<file path="src/rtl/spi_master.sv">
// rtl/spi_master.sv - dual chip-select SPI master (mode 0, MSB first)
//
// Sends one command frame on spi_cs_cmd, then one full-duplex data frame on
// spi_cs_data. The controller side uses a start/done handshake.
//
// Optional feature macro: SPI_MASTER_CMD_PHASE_EN
//   defined   : command frame + gap precede the data frame
//   undefined : data frame only, spi_cs_cmd held high, cmd_in unused
//
// Ports:
//   clk          system clock
//   rst          asynchronous active-low reset
//   start        transaction request, accepted only in IDLE
//   cmd_in       command word, latched at acceptance
//   txd_data     data word to send, latched at acceptance
//   rxd_data     word received from the slave, valid while done=1
//   busy         high from acceptance until the done cycle
//   done         one-cycle end-of-transaction pulse
//   spi_sck      SPI clock, idles low
//   spi_sdo      master-to-slave data
//   spi_sdi      slave-to-master data
//   spi_cs_cmd   command select, active-low
//   spi_cs_data  data select, active-low

module spi_master #(
  parameter int data_width = 16,
  parameter int cmd_width  = 8,
  parameter int half_div   = 4
) (
  input  logic                  clk,
  input  logic                  rst,
  input  logic                  start,
  input  logic [cmd_width-1:0]  cmd_in,
  input  logic [data_width-1:0] txd_data,
  output logic [data_width-1:0] rxd_data,
  output logic                  busy,
  output logic                  done,
  output logic                  spi_sck,
  output logic                  spi_sdo,
  input  logic                  spi_sdi,
  output logic                  spi_cs_cmd,
  output logic                  spi_cs_data
);

  localparam int CW   = (half_div > 1) ? $clog2(half_div) : 1;
  localparam int MAXW = (data_width > cmd_width) ? data_width : cmd_width;
  localparam int BW   = (MAXW > 1) ? $clog2(MAXW) : 1;

  localparam logic [CW-1:0] H_LAST    = CW'(half_div - 1);
  localparam logic [BW-1:0] DATA_LAST = BW'(data_width - 1);
`ifdef SPI_MASTER_CMD_PHASE_EN
  localparam logic [BW-1:0] CMD_LAST  = BW'(cmd_width - 1);
`endif

  typedef enum logic [3:0] {
    S_IDLE,
    S_CMD_LEAD,
    S_CMD_SHIFT,
    S_CMD_TRAIL,
    S_GAP,
    S_DATA_LEAD,
    S_DATA_SHIFT,
    S_DATA_TRAIL,
    S_DONE
  } state_t;

  state_t                state_q;
  logic [CW-1:0]         cnt_q;
  logic [CW-1:0]         cnt_d;
  logic [BW-1:0]         bit_q;
  logic                  hi_q;       // 1 while in the SCK-high half of a bit
  logic                  sck_q;
  logic                  sdo_q;
  logic                  cs_cmd_q;
  logic                  cs_data_q;
  logic                  busy_q;
  logic                  done_q;
  logic [data_width-1:0] rxd_q;
  // The MSB goes straight onto spi_sdo at acceptance, so the shift
  // registers only hold the remaining bits.
  logic [data_width-2:0] data_sr_q;
  // Holds the first data_width-1 received bits; the final bit is taken
  // straight from spi_sdi when rxd_data is loaded.
  logic [data_width-2:0] rx_sr_q;
  logic                  phase_end;

`ifdef SPI_MASTER_CMD_PHASE_EN
  logic [cmd_width-2:0]  cmd_sr_q;
  logic                  data_msb_q;  // data MSB, driven when the data frame opens
`else
  logic                  unused_cmd;
  assign unused_cmd = ^cmd_in;
`endif

  // Every phase (lead, half-bit, trail, gap) lasts half_div cycles.
  assign phase_end = (cnt_q == H_LAST);
  assign cnt_d     = phase_end ? '0 : cnt_q + CW'(1);

  always_ff @(posedge clk or negedge rst) begin
    if (!rst) begin
      state_q    <= S_IDLE;
      cnt_q      <= '0;
      bit_q      <= '0;
      hi_q       <= 1'b0;
      sck_q      <= 1'b0;
      sdo_q      <= 1'b0;
      cs_cmd_q   <= 1'b1;
      cs_data_q  <= 1'b1;
      busy_q     <= 1'b0;
      done_q     <= 1'b0;
      rxd_q      <= '0;
      data_sr_q  <= '0;
      rx_sr_q    <= '0;
`ifdef SPI_MASTER_CMD_PHASE_EN
      cmd_sr_q   <= '0;
      data_msb_q <= 1'b0;
`endif
    end else begin
      case (state_q)
        S_IDLE: begin
          cnt_q <= '0;
          if (start) begin
            busy_q    <= 1'b1;
            data_sr_q <= txd_data[data_width-2:0];
`ifdef SPI_MASTER_CMD_PHASE_EN
            cmd_sr_q   <= cmd_in[cmd_width-2:0];
            data_msb_q <= txd_data[data_width-1];
            sdo_q      <= cmd_in[cmd_width-1];
            cs_cmd_q   <= 1'b0;
            state_q    <= S_CMD_LEAD;
`else
            sdo_q     <= txd_data[data_width-1];
            cs_data_q <= 1'b0;
            state_q   <= S_DATA_LEAD;
`endif
          end
        end

`ifdef SPI_MASTER_CMD_PHASE_EN
        S_CMD_LEAD: begin
          cnt_q <= cnt_d;
          if (phase_end) begin
            hi_q    <= 1'b0;
            bit_q   <= '0;
            state_q <= S_CMD_SHIFT;
          end
        end

        S_CMD_SHIFT: begin
          cnt_q <= cnt_d;
          if (phase_end) begin
            if (!hi_q) begin
              hi_q  <= 1'b1;
              sck_q <= 1'b1;
            end else begin
              // Falling edge: next command bit goes out with it.
              hi_q     <= 1'b0;
              sck_q    <= 1'b0;
              sdo_q    <= cmd_sr_q[cmd_width-2];
              cmd_sr_q <= cmd_sr_q << 1;
              if (bit_q == CMD_LAST) begin
                state_q <= S_CMD_TRAIL;
              end else begin
                bit_q <= bit_q + BW'(1);
              end
            end
          end
        end

        S_CMD_TRAIL: begin
          cnt_q <= cnt_d;
          if (phase_end) begin
            cs_cmd_q <= 1'b1;
            state_q  <= S_GAP;
          end
        end

        S_GAP: begin
          cnt_q <= cnt_d;
          if (phase_end) begin
            cs_data_q <= 1'b0;
            sdo_q     <= data_msb_q;
            state_q   <= S_DATA_LEAD;
          end
        end
`endif

        S_DATA_LEAD: begin
          cnt_q <= cnt_d;
          if (phase_end) begin
            hi_q    <= 1'b0;
            bit_q   <= '0;
            state_q <= S_DATA_SHIFT;
          end
        end

        S_DATA_SHIFT: begin
          cnt_q <= cnt_d;
          if (phase_end) begin
            if (!hi_q) begin
              hi_q  <= 1'b1;
              sck_q <= 1'b1;
            end else begin
              // The slave's bit k appears after falling edge k, so the
              // sample taken at the end of bit j's high phase is bit j-1.
              // Nothing valid is on spi_sdi before the first falling edge.
              if (bit_q != '0) begin
                rx_sr_q <= {rx_sr_q[data_width-3:0], spi_sdi};
              end
              hi_q      <= 1'b0;
              sck_q     <= 1'b0;
              sdo_q     <= data_sr_q[data_width-2];
              data_sr_q <= data_sr_q << 1;
              if (bit_q == DATA_LAST) begin
                state_q <= S_DATA_TRAIL;
              end else begin
                bit_q <= bit_q + BW'(1);
              end
            end
          end
        end

        S_DATA_TRAIL: begin
          cnt_q <= cnt_d;
          if (phase_end) begin
            // Last slave bit arrived after the final falling edge.
            rxd_q     <= {rx_sr_q, spi_sdi};
            cs_data_q <= 1'b1;
            busy_q    <= 1'b0;
            done_q    <= 1'b1;
            state_q   <= S_DONE;
          end
        end

        S_DONE: begin
          // start is deliberately not looked at here.
          done_q  <= 1'b0;
          state_q <= S_IDLE;
        end

        default: begin
          state_q <= S_IDLE;
        end
      endcase
    end
  end

  assign rxd_data    = rxd_q;
  assign busy        = busy_q;
  assign done        = done_q;
  assign spi_sck     = sck_q;
  assign spi_sdo     = sdo_q;
  assign spi_cs_cmd  = cs_cmd_q;
  assign spi_cs_data = cs_data_q;

endmodule

</file>
<file path="config.mk">
export PLATFORM = sky130hd
export DESIGN_NAME = spi_master
export DESIGN_NICKNAME = d
export VERILOG_FILES = /design/src/rtl/spi_master.sv
export SDC_FILE = /design/constraint.sdc
export NUM_CORES = 1
export LEC_CHECK = 0
export CORE_AREA = 5 5 102 66
export CTS_CLUSTER_DIAMETER = 30
export DETAILED_ROUTE_END_ITERATION = 12
export DIE_AREA = 0 0 107 71
export PLACE_DENSITY = 0.87
export REMOVE_ABC_BUFFERS = 1
export SYNTH_ARGS = -nofsm -noshare
export SYNTH_HDL_FRONTEND = slang
export SYNTH_SLANG_ARGS = --single-unit
</file>
<file path="constraint.sdc">
create_clock -name clk -period 2.4 [get_ports clk]
set_input_delay 0.72 -clock clk [delete_from_list [all_inputs] [get_ports clk]]
set_output_delay 0.72 -clock clk [all_outputs]
set_load 0.01 [all_outputs]
</file>
# After elaboration in Yosys (flattened, before gate mapping)
# Cells that the tools add are included.
# W data, S select, Z words.
[word_totals] register_bits=62 latch_bits=0 ram_bits=0 mem_bits_ro=0 in_bits=28 output_inout_bits=22 word_cells=76 mem_count=0
[op_classes] add_sub_neg=2 n_mul=0 n_div=0 order_cmp=0 eq_ne=13 shifts=0 n_mux=32 bitwise_logic=0 n_reduce_logical=17
[op_table] operator="$mux W15" n=3
[op_table] operator="$mux W4" n=10
[op_table] operator="$pmux W15 S2" n=1
[op_table] operator="$pmux W4 S4" n=1
[op_table] operator="$ne A2 B2 Y1 const B" n=7
[op_table] operator="$eq A4 B3 Y1 const B" n=3
[op_table] operator="$pmux W1 S2" n=5
[op_table] operator="$reduce_bool A2 Y1" n=5
[op_table] operator="$mux W1" n=9
[op_table] operator="$eq A4 B4 Y1 const B" n=2
[op_table] operator="$pmux W4 S2" n=1
[op_table] operator="$reduce_and A4 Y1" n=2
[op_table] operator="$reduce_and A2 Y1" n=3
[op_table] operator="$reduce_and A3 Y1" n=2
[op_table] operator="$reduce_and A6 Y1" n=1
[op_table] operator="$reduce_and A5 Y1" n=1
[op_table] operator="$add A4 B1 Y4 const B" n=1
[op_table] operator="$logic_not A4 Y1" n=1
[op_table] operator="$pmux W2 S2" n=1
[op_table] operator="$reduce_bool A4 Y1" n=1
[op_table] operator="$reduce_or A3 Y1" n=1
[op_table] operator="$add A2 B1 Y2 const B" n=1
[op_table] operator="$eq A2 B2 Y1 const B" n=1
[op_table] operator="$mux W2" n=1

# Longest topological paths before layout
[logic_depth] ltp_word=5 mapped_depth=6 mapped_depth_nobuf=5

# Least setup slack after synthesis
# No wires, ideal clock.
[synth_timing] path_kind="input to register" start="input start" end="register data_sr_q[10]" setup_time_ns=0.125 arrival_ns=1.986 t_required_ns=2.275 slack_ns=0.289 stages=5 path_buffers=2 path_cell_list="or4b_1 -> buf_2 -> o2bb2ai_4 -> buf_12 -> mux2_4"
[synth_between] elab_chain_cells=2
[synth_lines] item="start: declaration" line_no="32" rtl="input logic start,"
[synth_lines] item="$ne A2 B2 Y1 (no line)"
[synth_lines] item="$reduce_and A4 Y1 (no line)"
[synth_lines] item="end signal: assignment" line_no="124" rtl="data_sr_q <= txd_data[data_width-2:0];"
[synth_lines] item="end signal: assignment" line_no="213" rtl="data_sr_q <= data_sr_q << 1;"
[synth_lines] item="end: declaration" line_no="81" rtl="logic [data_width-2:0] data_sr_q;"
# Every way passes these cells.
# A chain may end at the register's enable or synchronous reset.

# Worst setup path after layout
[layout_timing] start="input start" end="register data_sr_q[2]"
# Same word-level chain as after synthesis.

==> results.py <==
metrics = {
    "place": {
        "hpwl_um": 3620,
        "place_inst": 319,
        "gp_congestion": 0.779,
        "io_buffers": 40,
        "place_ws_ns": -0.145,
    },
    "route": {
        "drc": 0,
        "vias_per_cell": 5.27,
        "routed_wl_um": 5140,
        "wire_per_inst_um": 15.4,
        "postRouteAntennaNets": 0,
        "drtPass1Iterations": 4,
        "vias": 1759,
        "drt_iter0_drc": 85,
    },
    "synthesis": {
        "async_reset_ff_share_pct": 100,
        "synth.avg_cell_area_um2": 13.6,
        "synth_edf_count": 0,
        "synth_top_cell_by_area": "dfrtp_1",
        "synth_top_area_share_pct": 53.4,
        "synth_top_family_by_area": "multiplexers",
        "ys_warn_count": 1,
        "ys_types": 43,
        "netlist_instances": 211,
        "synthFlopType": "dfrtp_1",
        "synthAdderAreaFrac_pct": 1.31,
        "synth-simple-area-share_pct": 6.17,
        "yosysMostFrequentCell": "dfrtp_1",
        "yosysSeqAreaShare_pct": 54.3,
        "netlist_area_um2": 2860,
        "synth_mux_area_share_pct": 26.5,
        "synth-xor-area-share_pct": 0,
        "synth_compound_area_share_pct": 7.44,
        "synth_commonest_cells": "61 x dfrtp_1, 52 x mux2_2, 10 x inv_1, 10 x mux2_4, 8 x buf_2",
        "synthTopCellsByArea": "dfrtp_1 53%, mux2_2 20%, mux2_4 5.2%",
        "ys_ff_latch": 62,
    },
    "status": {
        "status": "complete, no violations",
    },
    "finish": {
        "n_antenna_cell": 0,
        "regArea_um2": 1550,
        "area_growth_pct": 23.4,
        "drive_gt1_share_pct": 35.1,
        "post-route-util_pct": 61.1,
        "multi_input_area_um2": 1190,
        "final_cells": 334,
        "fillers": 455,
        "finalNetCount": 289,
    },
    "floorplanning": {
        "die_y_um": 71,
        "dieArea_um2": 7600,
        "rows": 22,
        "dieWidth_um": 107,
        "io_pins": 50,
        "coreArea_um2": 5780,
        "initial_core_util_pct": 49.5,
    },
    "hold_path": {
        "hold_class": "in -> async",
    },
    "timing": {
        "period_share_pct": 92.3,
        "rsz0062_at_grt": "false",
        "fin_ws_ns": 0.184,
        "drv_slew": 0,
        "min_period_ns": 2.22,
        "setup_viol": 0,
        "hold_viol": 0,
        "setup_tns_ns": 0,
        "fin_worst_skew_ns": 0.00673,
        "fmax_ghz": 0.451,
    },
    "power_and_ir_drop": {
        "power.leakage_nw": 1.66,
        "p_per_area_nw_per_um2": 553,
        "ir_drop_uv": 403,
    },
    "cts": {
        "cts_resized": 0,
        "holdBufCountCts": 0,
        "cts.path.max_buffers": 2,
        "tritoncts": "yes",
        "path_clk_slew_ns": 0.07,
        "cts_root_buffer": "clkbuf_8",
        "cts.sinks": 62,
        "cts_buffers": 9,
        "clk_latency_ns": 0.33,
        "post_cts_buffers": 0,
        "htreeDepth": 3,
    },
    "worst_setup_path": {
        "slowest_stage": "or4b_1",
        "path_cells": "clkdlybuf4s50_1 > or4b_1 > o2bb2ai_4 > buf_12 > mux2_2",
        "cp.arrival_ns": 2.43,
        "cp-start-kind": "input pin",
        "crit_start": "start",
        "worstSetupPathType": "in -> reg",
        "crit_end": "data_sr_q[2]",
        "regToRegStartpoint": "state_q[0]",
        "slowest_delay_ns": 0.52,
        "cp_data_required_time_ns": 2.61,
        "cp_max_fo": 16,
        "r2r_cells": 4,
        "worstReg2RegEnd": "rx_sr_q[14]",
        "end_kind": "flop",
        "rrSetupSlack_ns": 0.36,
    },
    "grt": {
        "overflow": 0,
        "antenna_found_initial": 0,
        "grtUsageTotal_pct": 14.8,
        "grt_pass1_wl_um": 8840,
        "grt_max_degree": 27,
        "grt_pass1_vias": 1804,
    },
    "job": {
        "cap_violations": 0,
    },
}
## through the flow
stage | power (W) | hold slack, ns | instance area (µm²)
finish | 0.00195 | 0.347 | 3530
global route | 0.00204 | 0.371 | 3530
CTS | 0.00198 | 0.351 | 3530
detailed placement | 0.00117 | 0.488 | 3360
global placement | 0.00117 | 0.484 | 3360
floorplan | 0.00111 | 0.424 | 2780
## flip-flops by register name, indices dropped and copies added (netlist names)
register	count
cnt_q	2
spi_sdo	1
state_q	4
spi_sck	1
hi_q	1
spi_cs_data	1
done	1
data_sr_q	15
busy	1
rx_sr_q	15
bit_q	4
rxd_data	16
## cells in the final DEF, fill, tap and decap left out, types with 2 or more instances in the layout
| cell type | count |
|---|---|
| mux2_2 | 52 |
| ha_1 | 3 |
| nor2b_1 | 3 |
| buf_12 | 2 |
| nor2_1 | 5 |
| buf_4 | 7 |
| nand2b_1 | 2 |
| o22ai_1 | 2 |
| and2_1 | 2 |
| clkbuf_8 | 11 |
| nand2_1 | 3 |
| nand3_1 | 3 |
| a31oi_1 | 2 |
| o21ai_0 | 7 |
| clkinv_2 | 3 |
| clkdlybuf4s50_1 | 39 |
| nand3b_1 | 2 |
| and3_1 | 3 |
| a21oi_1 | 5 |
| dfrtp_1 | 61 |
| a2bb2oi_1 | 2 |
| inv_1 | 10 |
| mux2_4 | 10 |
## worst min path at each step
stage                        startpoint  cells after the start            end  slack, ns
after global placement     data_sr_q[1]                      1   data_sr_q[1]       0.48
after CTS                           rst                      1           done       0.35
final                               rst                      1     state_q[2]       0.35
after floorplan                     rst                      0       bit_q[0]       0.42
after detailed placement  data_sr_q[11]                      1  data_sr_q[11]       0.49
after global routing                rst                      1     rx_sr_q[6]       0.37
## cell type report
class	count	share of cell area, %
multi-input combinational	126	33.6
tap	72	2.55
timing repair buffer	49	13.8
sequential	62	44.0
clock buffer	11	4.29
inverter	10	1.06
clock inverter	4	0.638
## per-layer routing
metal	up-vias	track usage, %	routed length, µm
li1	841	-	-
met1	870	20.6	2510
met2	42	21.3	2310
met3	6	5.65	286
met4	0	5.11	35
met5	-	0	0
## where the power goes
part,switching (W),internal [W]
Clock,0.000382,0.000419
Combinational,0.0000311,0.0000515
Sequential,0.00000796,0.00106
Total,0.000421,0.00153
## critical path, delay by kind of cell
| family | cells | cell delay, ns |
|---|---|---|
| AO/OA/AOI/OAI | 1 | 0.19 |
| buffers and inverters | 2 | 0.65 |
| multiplexers | 1 | 0.34 |
| AND/OR/NAND/NOR | 1 | 0.52 |
## kinds of logic (layout without fill, tap and decap cells)
kind of cell    Yosys count  count (layout)
mux                      64              64
flops                    62              62
compound gates           29              29
simple gates             29              29
buf+inv                  23              74
fa+ha+maj                 3               3
other cells               1               1
(Power assumes the default switching activity.)
